===== config.mk =====
export PLATFORM = sky130hd
export DESIGN_NAME = pipe_hazard_controller
export DESIGN_NICKNAME = d
export VERILOG_FILES = /design/src/rtl/pipe_hazard_controller.sv
export SDC_FILE = /design/constraint.sdc
export NUM_CORES = 1
export LEC_CHECK = 0
export CAP_MARGIN = 20
export CORE_MARGIN = 5
export CORE_UTILIZATION = 49
export DETAILED_ROUTE_END_ITERATION = 10
export PLACE_DENSITY = 0.91
export SLEW_MARGIN = 10
export SYNTH_ARGS = -nofsm -noshare
export SYNTH_HDL_FRONTEND = slang
export SYNTH_SLANG_ARGS = --single-unit

===== constraint.sdc =====
create_clock -name clock -period 3.7 [get_ports clock]
set_input_delay 0.74 -clock clock [delete_from_list [all_inputs] [get_ports clock]]
set_output_delay 0.74 -clock clock [all_outputs]
set_load 0.01 [all_outputs]

===== src/rtl/pipe_hazard_controller.sv =====
// Pipeline hazard controller for a five-stage in-order pipeline.
// Generates the pipe-register load enables and synchronous flushes for
// memory wait-states, taken branches and load-use hazards. It also keeps
// saturating counters of stall cycles and branch-flush cycles.
module pipe_hazard_controller (
    input  logic        clock,
    input  logic        sync_reset,
    input  logic [4:0]  rs1_D,
    input  logic [4:0]  rs2_D,
    input  logic [4:0]  rd_E,
    input  logic        mem_read_E,
    input  logic        pc_src_E,
    input  logic        mem_req_M,
    input  logic        mem_ready,
    output logic        enabler_F,
    output logic        enabler_D,
    output logic        enabler_E,
    output logic        enabler_M,
    output logic        flush_D,
    output logic        flush_E,
    output logic        flush_W,
    output logic [15:0] stall_cycles,
    output logic [15:0] flush_events
);

    typedef enum logic [0:0] {
        RUN      = 1'b0,
        MEM_WAIT = 1'b1
    } state_t;

    localparam logic [15:0] CNT_MAX = 16'hFFFF;

    state_t      state_q, state_d;
    logic [15:0] stall_cnt_q, stall_cnt_d;
    logic [15:0] flush_cnt_q, flush_cnt_d;

    logic mem_stall;
    logic release_cyc;
    logic load_use;
    logic branch_flush;

    // Hazard detection. A wait that starts in RUN stalls immediately,
    // and MEM_WAIT keeps stalling until the ready cycle.
    always_comb begin
        release_cyc  = (state_q == MEM_WAIT) && mem_ready;
        mem_stall    = (state_q == MEM_WAIT) ? !mem_ready
                                             : (mem_req_M && !mem_ready);
        load_use     = mem_read_E && (rd_E != 5'd0) &&
                       ((rd_E == rs1_D) || (rd_E == rs2_D));
        branch_flush = !sync_reset && !mem_stall && pc_src_E;
    end

    // Next-state logic for the memory wait FSM.
    always_comb begin
        state_d = state_q;
        case (state_q)
            RUN:      if (mem_req_M && !mem_ready) state_d = MEM_WAIT;
            MEM_WAIT: if (mem_ready)               state_d = RUN;
            default:  state_d = RUN;
        endcase
    end

    // Control outputs, in priority order: reset, memory stall, branch,
    // load-use. The release cycle lets everything advance. A branch held in
    // Execute across the wait therefore flushes on that cycle.
    always_comb begin
        enabler_F = 1'b1;
        enabler_D = 1'b1;
        enabler_E = 1'b1;
        enabler_M = 1'b1;
        flush_D   = 1'b0;
        flush_E   = 1'b0;
        flush_W   = 1'b0;
        if (sync_reset) begin
            enabler_F = 1'b0;
            enabler_D = 1'b0;
            enabler_E = 1'b0;
            enabler_M = 1'b0;
            flush_D   = 1'b1;
            flush_E   = 1'b1;
            flush_W   = 1'b1;
        end else if (mem_stall) begin
            enabler_F = 1'b0;
            enabler_D = 1'b0;
            enabler_E = 1'b0;
            enabler_M = 1'b0;
            flush_W   = 1'b1;
        end else if (pc_src_E) begin
            flush_D   = 1'b1;
            flush_E   = 1'b1;
        end else if (load_use && !release_cyc) begin
            enabler_F = 1'b0;
            enabler_D = 1'b0;
            flush_E   = 1'b1;
        end
    end

    // Saturating event counters. Cycles spent in reset are not counted.
    always_comb begin
        stall_cnt_d = stall_cnt_q;
        flush_cnt_d = flush_cnt_q;
        if (sync_reset) begin
            stall_cnt_d = 16'd0;
            flush_cnt_d = 16'd0;
        end else begin
            if (!enabler_F && (stall_cnt_q != CNT_MAX))
                stall_cnt_d = stall_cnt_q + 16'd1;
            if (branch_flush && (flush_cnt_q != CNT_MAX))
                flush_cnt_d = flush_cnt_q + 16'd1;
        end
    end

    // State and counter registers. Reset is synchronous.
    always_ff @(posedge clock) begin
        if (sync_reset) begin
            state_q     <= RUN;
            stall_cnt_q <= 16'd0;
            flush_cnt_q <= 16'd0;
        end else begin
            state_q     <= state_d;
            stall_cnt_q <= stall_cnt_d;
            flush_cnt_q <= flush_cnt_d;
        end
    end

    assign stall_cycles = stall_cnt_q;
    assign flush_events = flush_cnt_q;

endmodule


Word-level counts from Yosys, hierarchy flattened
Index checks and enable logic that the tools add are counted.
Word-level totals
  flip-flop bits (word level): 33
  latch bits: 0
  bits in writable memories: 0
  memory bits (read-only): 0
  input port bits: 21
  output and inout port bits: 39
  word-level logic and storage cells: 45
  memories kept: 0
Operators by class
  $add $sub $neg: 2
  $mul: 0
  div/mod/pow operators: 0
  $lt $le $gt $ge: 0
  equal/unequal tests: 4
  shift operators: 0
  muxes and demuxes: 19
  bitwise gates (word level): 1
  reductions and logical operators: 16
Operators with widths (count)
  $add A16 B1 Y16 const B: 2
  $ne A16 B16 Y1 const B: 2
  $mux W1: 18
  $eq A5 B5 Y1: 2
  $logic_and A1 B1 Y1: 9
  $logic_not A1 Y1: 5
  $reduce_bool A5 Y1: 1
  $pmux W1 S2: 1
  $logic_or A1 B1 Y1: 1
  $not A1 Y1: 1

Depth between registers and ports, before layout
Gate-level depths: netlist (run 1).
  depth in word-level cells: 10
  mapped depth: 9
  gate-level depth less buffers: 7

Worst setup path before layout (run 1)
No wires, ideal clock.
  path type: input port to output port
  start: in rd_E[1]
  end: out enabler_F
  arrival time: 2.022 ns
  data required time: 2.960 ns
  slack: 0.938 ns
  cell stages on the path: 5
  path buffers: 1
  cell sequence: or4_4 -> o211ai_2 -> inv_1 -> a21oi_1 -> buf_4
Between the ends
  cells in the longest elaborated chain, start to end: 8
  elaborated cells on any way between the ends: 11
  classes of those cells: eq/ne: 2; mux: 4; reduce/logical: 5
Ends and longest elaborated chain
  start: declaration: line 10  | input logic [4:0] rd_E,
  $eq A5 B5 Y1 or $reduce_bool A5 Y1 (tied branches): line 49, 48
  $logic_or A1 B1 Y1 or $logic_and A1 B1 Y1 (tied branches): line 49, 48
  $logic_and A1 B1 Y1 (*): line 48  | load_use = mem_read_E && (rd_E != 5'd0) &&
  $logic_and A1 B1 Y1 (*): line 91  | end else if (load_use && !release_cyc) begin
  $mux W1 (*) (4 in a row)
  end: declaration: line 15  | output logic enabler_F,
Every way passes the cells marked *; elsewhere a longest branch is shown, timed or not.

Worst setup path in the final report (run 1)
  start: in rd_E[1]
  end: out enabler_F
Between the ends
  cells in the longest elaborated chain, start to end: 8
  elaborated cells on any way between the ends: 11
  classes of those cells: eq/ne: 2; mux: 4; reduce/logical: 5
Ends and longest elaborated chain
  $eq A5 B5 Y1 or $reduce_bool A5 Y1 (tied branches): line 49, 48
  $logic_or A1 B1 Y1 or $logic_and A1 B1 Y1 (tied branches): line 49, 48
  $logic_and A1 B1 Y1 (*): line 48
  $logic_and A1 B1 Y1 (*): line 91
  $mux W1 (*): line 91
  $mux W1 (*): line 88  | end else if (pc_src_E) begin
  $mux W1 (*): line 82  | end else if (mem_stall) begin
  $mux W1 (*): line 74  | if (sync_reset) begin
Marks and branches as above.

==> impl_metrics.ini, run 1 <==
[power_and_ir_drop]
power.leakage_nw = 0.8680
power_density_nw_per_um2 = 324.8
ir_drop_v = 0.0002831

[cts]
cts_tree = yes
htreeDepth = 2
hold_buffers = 0
ctsResizeCount = 0
post_cts_buffers = 0
cts_num_sinks = 33
clk_latency_ns = 0.28
numCtsBuffers = 5
ctsLongestPathBuffers = 2
cts_root_buffer = clkbuf_8
path_clk_slew_ns = 0.06

[layout]
final_area_um2 = 2545
drive_gt1_share_pct = 9.524
nNetsFinal = 295
area_growth_pct = 40.86
n_antenna_cell = 0
final_util_pct = 70.58

[die]
fp.dieW_um = 70.72
core_um2 = 3606
io_pins = 60
die_h_um = 70.72
rows = 22
floorplan.initialDensity_pct = 50.10
dieArea_um2 = 5001

[timing]
post-route-period-util_pct = 96.32
max_freq_mhz = 280.6
holdWs_ns = 0.5040
tightestPinTransition_ns = 0.6005
finalClockSkew_ns = 0.008804
rsz0062_at_grt = no
timing.final.max_slew_violations = 0
finalSetupTns_ns = 0
min_period_ns = 3.564
finalHoldViolCount = 0
slew_headroom_pct = 59.60
setup_viol = 0

[yosys]
synth_top_family_by_area = simple AND/OR/NAND/NOR gates
synthTopCellsByCount = dfxtp_1 (33), nor2_1 (23), xnor2_1 (17)
synthAdderAreaFrac_pct = 1.385
syn_avg_cell_area_um2 = 8.603
synth.mux.area_fraction_pct = 0.5540
netlist.area_leader.share_pct = 36.57
synthTopCellsByArea = dfxtp_1 (37%), xnor2_1 (8.2%), xor2_1 (4.8%), nor2_1 (4.8%), nand3_1 (3.9%)
async_reset_ff_share_pct = 0
synth_ff_type = dfxtp_1
syn_area_um2 = 1807
synth_cell_types = 42
synth_fp_nets = 233
synth_xor_area_share_pct = 13.09
yosysSeqAreaShare_pct = 36.57
synth_top_area_cell = dfxtp_1
yosysWarnings = 0
synth-compound-area-share_pct = 14.68
synth_cells = 210
ys_ff_latch = 33
synthSimpleGateAreaFrac_pct = 29.02
synth_edf_count = 0
synth.most_common_cell = dfxtp_1

[global_route]
use_met2_pct = 31.10
globalRoute.busiestLayer = met2
grt_use_met1_pct = 24.11
grt_pass1_wl_um = 7672
grt_start_max_net_pins = 35
grt_pass1_vias = 1631
grt_overflow = 0
grt_use_met3_pct = 4.972
antenna_found_initial = 0
grt_use_total_pct = 18.67

[drt]
antenna_left = 0
wl_per_cell_um = 14.33
firstDrtPassIters = 4
vias_per_cell = 5.386
dr.first_iter.drc_count = 87
vias = 1729
drcViolationCount = 0
drt_wl_total_um = 4599

[worst_hold_path]
hp-class = flop to flop
hold_depth = 2

[critical_path]
path_max_fanout = 3
critPathKind = input pin to output port
arrival_ns = 2.82
reg2reg_setup_slack_ns = 1.68
ff2ff_path_depth = 8
crit_path_start_kind = input pin
cp.required_ns = 2.96
end_kind = output port

[place]
placed_cell_area_um2 = 2425
dp_hpwl_um = 3369
io_buffers = 59
gp_congestion = 0.8526

[flow_run]
maxCapViolCount = 0

[outcome]
status = finished clean
[logic make-up after synthesis]
family | Yosys count
XOR/XNOR | 27
AND/OR/NAND/NOR | 94
multiplexers | 1
AO/OA/AOI/OAI | 39
buffers and inverters | 14
flip-flops | 33
adder cells (fa/ha/maj) | 2
[area by class of cell]
type / count / area (um2)
Tap cell: 48 / 60.06
Clock inverter: 2 / 37.54
Multi-Input combinational cell: 163 / 1061
Inverter: 6 / 22.52
Clock buffer: 6 / 82.58
Fill cell: 295 / 1061
Sequential cell: 33 / 660.6
Timing Repair Buffer: 63 / 620.6
[placed cells by master (no fill, tap or decap), types with 4 or more instances in the layout]
| master | n |
|---|---|
| a21oi_2 | 6 |
| buf_4 | 4 |
| xor2_1 | 10 |
| nand4_1 | 6 |
| nand3_1 | 14 |
| xnor2_1 | 17 |
| and3_1 | 4 |
| clkbuf_8 | 6 |
| or3_1 | 6 |
| nor2_1 | 23 |
| a21oi_1 | 12 |
| o21ai_0 | 5 |
| o31ai_1 | 6 |
| inv_1 | 6 |
| nand2_1 | 15 |
| clkdlybuf4s50_1 | 59 |
| dfxtp_1 | 33 |
| or4_1 | 6 |
[per-layer routing]
layer	share of wire, %	up-vias
li1	-	873
met1	47	801
met2	47	53
met3	5.2	2
met4	0.65	0
met5	0	-
[registers in the layout, indices dropped and copies added, names as in the netlist]
name	flops
stall_cycles	16
flush_events	16
state_q	1
[critical path, cell delays in order]
cell and delay [ns]:
clkdlybuf4s50_1 0.48, or4_4 0.57, o211ai_2 0.17, inv_1 0.05, a21oi_1 0.23, clkdlybuf4s50_1 0.58
[where the power goes]
group	switching, mW	leakage, nW	internal, mW	total [mW]
clock network	0.131	0.0574	0.219	0.350
registers	0.00777	0.267	0.361	0.369
logic	0.0484	0.544	0.0595	0.108
total	0.187	0.868	0.639	0.826
[path summary, 6_finish.rpt]
kind / end / start
worst max-delay path: enabler_F / rd_E[1]
worst min-delay path: stall_cycles[11] / stall_cycles[11]
worst max register to register: stall_cycles[13] / stall_cycles[0]
worst min register to register: stall_cycles[11] / stall_cycles[11]
[stage by stage]
step,worst slack (ns),std cells,power (mW)
after detailed placement,0.1321,313,0.4846
after CTS,0.1199,321,0.8353
after global placement,0.1541,313,0.4817
after global routing,0.04359,321,0.8554
final,0.1362,321,0.8265
after floorplan,0.9384,210,0.4320
Note: power is estimated with default switching activity, not from simulation.
==> run 2: changes to the inputs <==
--- a/config.mk
+++ b/config.mk
@@ -10,7 +10,6 @@
 export CORE_UTILIZATION = 49
 export DETAILED_ROUTE_END_ITERATION = 10
 export PLACE_DENSITY = 0.91
-export SLEW_MARGIN = 10
 export SYNTH_ARGS = -nofsm -noshare
 export SYNTH_HDL_FRONTEND = slang
 export SYNTH_SLANG_ARGS = --single-unit
==> results of run 2 <==
The final DEF is identical to that of run 1; final timing and power are the same.
==> run 3: changes to the inputs <==
--- a/config.mk
+++ b/config.mk
@@ -8,6 +8,7 @@
 export CAP_MARGIN = 20
 export CORE_MARGIN = 5
 export CORE_UTILIZATION = 49
+export CTS_BUF_LIST = sky130_fd_sc_hd__clkbuf_4 sky130_fd_sc_hd__clkbuf_8 sky130_fd_sc_hd__clkbuf_16
 export DETAILED_ROUTE_END_ITERATION = 10
 export PLACE_DENSITY = 0.91
 export SYNTH_ARGS = -nofsm -noshare
==> constraint.sdc (replaced) <==
create_clock -name clock -period 4.6 [get_ports clock]
set_input_delay 0.92 -clock clock [delete_from_list [all_inputs] [get_ports clock]]
set_output_delay 0.92 -clock clock [all_outputs]
set_load 0.01 [all_outputs]
==> impl_metrics.ini, run 3 (synthesized netlist as in run 1, its figures left out) <==
[outcome]
status = finished clean

[die]
rows = 22
io_pins = 60
die_h_um = 70.72
core_um2 = 3606
fp.dieW_um = 70.72
dieArea_um2 = 5001
floorplan.initialDensity_pct = 50.10

[critical_path]
arrival_ns = 3.10
end_kind = output port
critPathKind = input pin to output port
path_max_fanout = 4
cp.required_ns = 3.68
crit_path_start_kind = input pin

[global_route]
grt_pass1_vias = 1634
grt_pass1_wl_um = 7541
grt_use_total_pct = 18.47
grt_overflow = 0
use_met2_pct = 29.66
grt_use_met3_pct = 4.688
antenna_found_initial = 0
globalRoute.busiestLayer = met2
grt_use_met1_pct = 23.37
grt_start_max_net_pins = 26

[timing]
timing.final.max_slew_violations = 0
setup_viol = 0
tightestPinTransition_ns = 0.8147
slew_headroom_pct = 45.69
finalClockSkew_ns = 0.006018
finalWorstSetupSlack_ns = 0.5816
rsz0062_at_grt = no
max_freq_mhz = 248.9
min_period_ns = 4.018
post-route-period-util_pct = 87.36
finalSetupTns_ns = 0
finalHoldViolCount = 0

[cts]
path_clk_slew_ns = 0.07
numCtsBuffers = 5
cts_num_sinks = 33
cts_tree = yes
post_cts_buffers = 0
clk_latency_ns = 0.28
ctsLongestPathBuffers = 2
ctsResizeCount = 0
cts_root_buffer = clkbuf_8
hold_buffers = 0
htreeDepth = 2

[drt]
drcViolationCount = 0
firstDrtPassIters = 4
wl_per_cell_um = 14.09
antenna_left = 0
drt_wl_total_um = 4468
dr.first_iter.drc_count = 78
vias_per_cell = 5.461
vias = 1731

[place]
io_buffers = 59
gp_congestion = 0.8218
place_ws_ns = 0.5922
dp_hpwl_um = 3366

[flow_run]
maxCapViolCount = 0

[power_and_ir_drop]
power.leakage_nw = 0.8438
power_density_nw_per_um2 = 243.6
ir_drop_v = 0.0001589

[worst_hold_path]
hp-class = flop to flop

[layout]
layout_commonest_cell = clkdlybuf4s50_1
drive_gt1_share_pct = 8.178
area_growth_pct = 37.95
nNetsFinal = 292
n_antenna_cell = 0
final_cell_mix = clkdlybuf4s50_1 (59), dfxtp_1 (33), nor2_1 (23), xnor2_1 (17), nand2_1 (15)
==> run 3: metrics by stage <==
| step | total power, mW | std cells | hold slack, ns | instance area (um2) | util (%) |
|---|---|---|---|---|---|
| 6_report | 0.6073 | 317 | 0.5036 | 2492 | 69.12 |
| 5_1_grt | 0.6294 | 317 | 0.5213 | 2492 | 69.12 |
| 4_1_cts | 0.6112 | 317 | 0.4994 | 2492 | 69.12 |
| 3_5_place_dp | 0.3874 | 310 | 0.4932 | 2402 | 66.62 |
| 3_3_place_gp | 0.3849 | 310 | 0.4799 | 2402 | 66.62 |
| 2_1_floorplan | 0.3475 | 210 | 0.5082 | 1807 | - |
==> run 3: final timing paths <==
check / cells past startpoint / start / end / slack, ns
worst max-delay path: 6 / rd_E[1] / enabler_F / 0.58
worst min-delay path: 2 / stall_cycles[11] / stall_cycles[11] / 0.50
worst max register to register: 6 / stall_cycles[7] / stall_cycles[1] / 2.32
worst min register to register: 2 / stall_cycles[11] / stall_cycles[11] / 0.50
==> run 3: layout make-up <==
type | instances | area (um2)
clock buffers | 7 | 90.09
fillers | 289 | 1114
inverters | 6 | 22.52
multi-input cells | 163 | 1061
flip-flops and latches | 33 | 660.6
well taps | 48 | 60.06
repair buffers | 60 | 598.1
==> run 3: worst max-delay path: stages <==
cell and delay (ns):
clkdlybuf4s50_1 0.48, or4_4 0.57, o211ai_2 0.20, inv_1 0.06
a21oi_1 0.27, clkdlybuf4s50_1 0.60
==> run 3: routing by layer <==
layer	up-vias	routed length [um]	share of wire [%]
met3	5	257	5.8
met1	819	2009	45
li1	866	-	-
met4	0	72	1.6
met2	41	2128	48
met5	-	0	0
==> run 3: report_power, final <==
| part | leakage [nW] | switching (mW) | internal [mW] |
|---|---|---|---|
| clock network | 0.0477 | 0.102 | 0.125 |
| logic | 0.530 | 0.0386 | 0.0459 |
| registers | 0.267 | 0.00617 | 0.290 |
| total | 0.844 | 0.147 | 0.461 |
